==> config.mk <==
export PLATFORM = sky130hd
export DESIGN_NAME = pipe_hazard_ctrl
export DESIGN_NICKNAME = d
export VERILOG_FILES = /design/src/rtl/pipe_hazard_ctrl.sv
export SDC_FILE = /design/constraint.sdc
export NUM_CORES = 1
export LEC_CHECK = 0
export CORE_UTILIZATION = 50
export CTS_CLUSTER_DIAMETER = 50
export DETAILED_ROUTE_END_ITERATION = 16
export PLACE_DENSITY = 0.78
export SLEW_MARGIN = 10
export SYNTH_ARGS = -nofsm -noshare
export SYNTH_HDL_FRONTEND = slang
export SYNTH_SLANG_ARGS = --single-unit
export TNS_END_PERCENT = 5
==> constraint.sdc <==
create_clock -name clk -period 2.55 [get_ports clk]
set_input_delay 0.51 -clock clk [delete_from_list [all_inputs] [get_ports clk]]
set_output_delay 0.51 -clock clk [all_outputs]
set_load 0.01 [all_outputs]
==> src/rtl/pipe_hazard_ctrl.sv <==
// Stall/flush controller for the 5-stage pipeline: load-use, redirect, memory wait
// and debug halt/drain/resume, with saturating perf counters and a sticky timeout flag.
module pipe_hazard_ctrl #(
   parameter int unsigned MEM_TIMEOUT  = 16,
   parameter int unsigned DRAIN_CYCLES = 4,
   parameter int unsigned CNT_W        = 32
) (
   input  logic             clk,
   input  logic             rst,
   input  logic [4:0]       id_rs1,
   input  logic [4:0]       id_rs2,
   input  logic             id_uses_rs1,
   input  logic             id_uses_rs2,
   input  logic [4:0]       ex_rd,
   input  logic             ex_mem_read,
   input  logic             ex_redirect,
   input  logic             mem_req,
   input  logic             mem_ready,
   input  logic             halt_req,
   input  logic             resume_req,
   output logic             pc_en,
   output logic             if_id_stall,
   output logic             if_id_flush,
   output logic             id_ex_stall,
   output logic             id_ex_flush,
   output logic             ex_mem_stall,
   output logic             mem_wb_flush,
   output logic             halted,
   output logic             mem_timeout,
   output logic [CNT_W-1:0] stall_cnt,
   output logic [CNT_W-1:0] flush_cnt
);

   localparam int unsigned WAIT_W  = $clog2(MEM_TIMEOUT + 1);
   localparam int unsigned DRAIN_W = $clog2(DRAIN_CYCLES + 1);

   typedef enum logic [1:0] {RUN, DRAIN, HALTED} state_t;

   state_t              state, state_nxt;
   logic [WAIT_W-1:0]   wait_cnt;
   logic [DRAIN_W-1:0]  drain_cnt;
   logic                mem_wait;
   logic                load_use;
   logic                redirect_applied;

   assign mem_wait = mem_req & ~mem_ready;
   assign load_use = ex_mem_read & (ex_rd != 5'd0) &
                     ((id_uses_rs1 & (id_rs1 == ex_rd)) | (id_uses_rs2 & (id_rs2 == ex_rd)));

   always_comb begin
      state_nxt        = state;
      pc_en            = 1'b0;
      if_id_stall      = 1'b0;
      if_id_flush      = 1'b0;
      id_ex_stall      = 1'b0;
      id_ex_flush      = 1'b0;
      ex_mem_stall     = 1'b0;
      mem_wb_flush     = 1'b0;
      halted           = 1'b0;
      redirect_applied = 1'b0;
      if (rst) begin
         if_id_flush = 1'b1;
         id_ex_flush = 1'b1;
      end else begin
         unique case (state)
            RUN: begin
               if (mem_wait) begin
                  // frozen EX keeps redirect/load-use alive until the access completes
                  if_id_stall  = 1'b1;
                  id_ex_stall  = 1'b1;
                  ex_mem_stall = 1'b1;
                  mem_wb_flush = 1'b1;
               end else if (ex_redirect) begin
                  pc_en            = 1'b1;
                  if_id_flush      = 1'b1;
                  id_ex_flush      = 1'b1;
                  redirect_applied = 1'b1;
               end else if (load_use) begin
                  if_id_stall = 1'b1;
                  id_ex_flush = 1'b1;
               end else begin
                  pc_en = 1'b1;
               end
               if (halt_req && !mem_wait && !ex_redirect)
                  state_nxt = DRAIN;
            end
            DRAIN: begin
               if (mem_wait) begin
                  if_id_stall  = 1'b1;
                  id_ex_stall  = 1'b1;
                  ex_mem_stall = 1'b1;
                  mem_wb_flush = 1'b1;
               end else begin
                  if_id_flush = 1'b1;
                  if (ex_redirect) begin
                     pc_en            = 1'b1;
                     id_ex_flush      = 1'b1;
                     redirect_applied = 1'b1;
                  end else if (load_use) begin
                     id_ex_flush = 1'b1;
                  end
                  if (drain_cnt == DRAIN_W'(DRAIN_CYCLES - 1))
                     state_nxt = HALTED;
               end
            end
            HALTED: begin
               halted      = 1'b1;
               if_id_flush = 1'b1;
               id_ex_flush = 1'b1;
               if (resume_req)
                  state_nxt = RUN;
            end
            default: state_nxt = RUN;
         endcase
      end
   end

   always_ff @(posedge clk) begin
      if (rst) begin
         state       <= RUN;
         wait_cnt    <= '0;
         drain_cnt   <= '0;
         mem_timeout <= 1'b0;
         stall_cnt   <= '0;
         flush_cnt   <= '0;
      end else begin
         state <= state_nxt;

         if (!mem_wait)
            wait_cnt <= '0;
         else if (wait_cnt != WAIT_W'(MEM_TIMEOUT))
            wait_cnt <= wait_cnt + WAIT_W'(1);

         if (mem_wait && wait_cnt == WAIT_W'(MEM_TIMEOUT - 1))
            mem_timeout <= 1'b1;

         if (state == RUN && state_nxt == DRAIN)
            drain_cnt <= '0;
         else if (state == DRAIN && !mem_wait)
            drain_cnt <= drain_cnt + DRAIN_W'(1);

         if (state == RUN && !pc_en && stall_cnt != '1)
            stall_cnt <= stall_cnt + CNT_W'(1);

         if (redirect_applied && flush_cnt != '1)
            flush_cnt <= flush_cnt + CNT_W'(1);
      end
   end

endmodule

==> metrics.txt <==
CTS Root Cell clkbuf_8; global-route wire length before repair 17.1 mm; fin. max-slew vios 0; Routed WL 10.3 mm; Reg2Reg Launch Point stall_cnt[0]; Gate power share 9.1%; DP Worst Slack -0.524 ns; Fillers 634; site row count 32; Total GRT Usage 24.5%; Worst slew margin 54.7%; outcome finished clean; fin nets 633; Max Cap Viol 0; Ant. Diodes 0; clock share of power 42.4%; clock buffer depth 2; Yosys cell types 52; TritonCTS Sinks 75; Hold Crit Start rst; initial antenna violation count 0; RSZ-0062 raised after global routing true; Power Internal 1890 µW; CP Cell Sequence clkdlybuf4s15_1, or3_4, o311a_1, buf_4, o21a_1, nor2_1, buf_2; TritonRoute pass-1 iters 4; num ports 98; Area contributors post-synth dfxtp_1 (37%), xnor2_1 (6.4%), o31ai_1 (4.8%); Buf/Inv on CP 3; Mean Syn Cell Area 8.25 µm²; Fin Clk Skew 0.00980 ns; Crit path required time 2.04 ns; HPWL Detailed 7.34 mm; antenna-violating nets left 0; Worst Tran Pin Value 0.679 ns; DRC Markers 0; Clock Latency Late Sink 0.35 ns; largest stage delay on the critical path 0.37 ns; share of cells above drive strength 1 10.9%; Switching Share 23.0%; switching power total 565 µW; core area 7810 µm²; Setup violations, final 0; CTS Hold Bufs 0; share of the synthesized area in the top cell type 36.8%; Via-to-Cell Ratio 5.78; Final Hold Viols 0; Worst-path clk slew 0.08 ns; CP top delay family buffers and inverters; leak pwr 0.00191 µW; vias in the first global route 3704; DR iter-0 viols 173; die height 92.4 µm; Final WS setup 0.0634 ns; crit path time final 2.49 ns; pin count of the biggest net entering global routing 66; critical path type input port to primary output; pwr/cell area 447 nW/µm²; Seq pwr share 48.5%; vias 4093; sequential area share after synthesis 36.8%; # port buffers 97; Layout area overhead 34.5%; Post-Syn Instances 495; Worst Hold Class input port to flop; Warnings, synthesis 0; #FFs+latches synth 75; Routability Congestion 0.885; type of destination of the critical path primary output; FMAX 402 MHz; gr ovfl total 0; leading area contributor after synthesis dfxtp_1; CTS buffer count 9; syn_nets 527; startpoint types input port; worst setup path startpoint ex_rd[2]; post-route clock period utilization 97.5%; WL/cell 14.5 µm; final core occ 70.4%; Post-Syn Area 4090 µm²; Peak VDD IR 280 µV; multi-input logic area 2410 µm²; CTS tree done; CP max stage cell or3_4; Arrival @ worst endpoint 1.98 ns; Die ar. 8540 µm²; initial core utilization 52.3%; crit-path max FO 3; Sequential Area 1500 µm²; CTS H-tree depth 3; Die Wd 92.4 µm
cell families after synthesis:
family	after synthesis	synth area share [%]
AO/OA/AOI/OAI	94	14.5
flip-flops	75	36.8
buffers and inverters	43	4.93
adder cells (fa/ha/maj)	7	2.14
AND/OR/NAND/NOR	230	31.7
XOR/XNOR	42	9.00
multiplexers	4	1.04
what timing repair did:
| item | in CTS | in global routing |
|---|---|---|
| setup endpoints to repair | 9 | 6 |
| gates resized for setup | 19 | 20 |
| buffers inserted | 2 | 0 |
| pin swaps | 4 | 14 |
metal layers:
layer  track usage (%)  part of all wire, %
met1              30.6                   44
met2              41.6                   49
met3              6.16                  5.9
met4              7.16                  1.6
met5                 0                    0
power by group through the flow:
| stage | registers, µW | logic (µW) | clock network, µW |
|---|---|---|---|
| 2_1_floorplan | 1220 | 115 | 0 |
| 3_3_place_gp | 1220 | 221 | 0 |
| 3_5_place_dp | 1220 | 227 | 0 |
| 4_1_cts | 1190 | 225 | 1060 |
| 5_1_grt | 1190 | 242 | 1110 |
| 6_report | 1190 | 223 | 1040 |
cell type report:
type | count | share of cell area [%]
sequential | 75 | 27.3
inverter | 14 | 0.957
timing repair buffer | 124 | 21.3
multi-input combinational | 377 | 43.9
tap | 102 | 2.32
clock inverter | 4 | 1.32
clock buffer | 12 | 2.82
sequential cells by signal, indices dropped and copies added (netlist names):
register / flops
flush_cnt: 32
mem_timeout: 1
state: 2
stall_cnt: 32
drain_cnt: 3
wait_cnt: 5
through the flow:
stage	cell area, µm²	instances	total power, µW	hold slack, ns	TNS (ns)
after floorplan	4090	495	1330	0.465	0
after global routing	5490	708	2550	0.445	-0.220
after detailed placement	5240	690	1450	0.490	-11.34
after global placement	5240	690	1440	0.479	-9.50
final	5490	708	2460	0.446	0
after CTS	5470	708	2480	0.419	0
layout by cell type (no fill, tap or decap), drive strengths merged, types with 3 or more instances in the layout:
cell type | synthesis | routed
and4 | 10 | 10
o21ai | 16 | 16
xnor2 | 30 | 30
nor2 | 52 | 52
or3 | 11 | 11
o211ai | 5 | 5
clkdlybuf4s50 | 0 | 77
inv | 14 | 14
nor3 | 18 | 18
nor4 | 10 | 10
and2 | 4 | 4
o31ai | 26 | 26
a21oi | 35 | 35
or2 | 3 | 3
or4 | 25 | 25
nand3 | 29 | 29
clkbuf | 13 | 16
nand2 | 32 | 32
nand4 | 14 | 14
xor2 | 12 | 12
dlygate4sd2 | 0 | 3
buf | 16 | 30
ha | 7 | 7
dlymetal6s2s | 0 | 9
and3 | 13 | 13
dfxtp | 75 | 75
nor2b | 4 | 4
Yosys cell counts, drive strengths merged:
| cell type | count |
|---|---|
| o21ai | 16 |
| or4 | 25 |
| o22ai | 1 |
| o311ai | 1 |
| o31ai | 26 |
| and4 | 10 |
| nand2 | 32 |
| o21a | 2 |
| nor4 | 10 |
| nor3b | 1 |
| and3 | 13 |
| a31o | 1 |
| xor2 | 12 |
| mux2i | 2 |
| nor2b | 4 |
| a211oi | 1 |
| nand4 | 14 |
| nor3 | 18 |
| or2 | 3 |
| a32oi | 1 |
| clkbuf | 13 |
| or3b | 1 |
| nand3 | 29 |
| or3 | 11 |
| o2111ai | 1 |
| mux2 | 2 |
| and2 | 4 |
| a21oi | 35 |
| a22oi | 1 |
| buf | 16 |
| a311oi | 1 |
| nor2 | 52 |
| xnor2 | 30 |
| inv | 14 |
| nand2b | 2 |
| o31a | 1 |
| o311a | 1 |
| nand4b | 1 |
| o211ai | 5 |
| ha | 7 |
| dfxtp | 75 |
worst paths after layout:
path                                       to  slack, ns  cells after the start
worst max register to register  stall_cnt[28]       0.34                      7
worst min-delay path                 state[1]       0.45                      2
worst max-delay path                    pc_en       0.06                      7
worst min register to register   drain_cnt[2]       0.50                      2
Power figures use the tool's default switching activity.
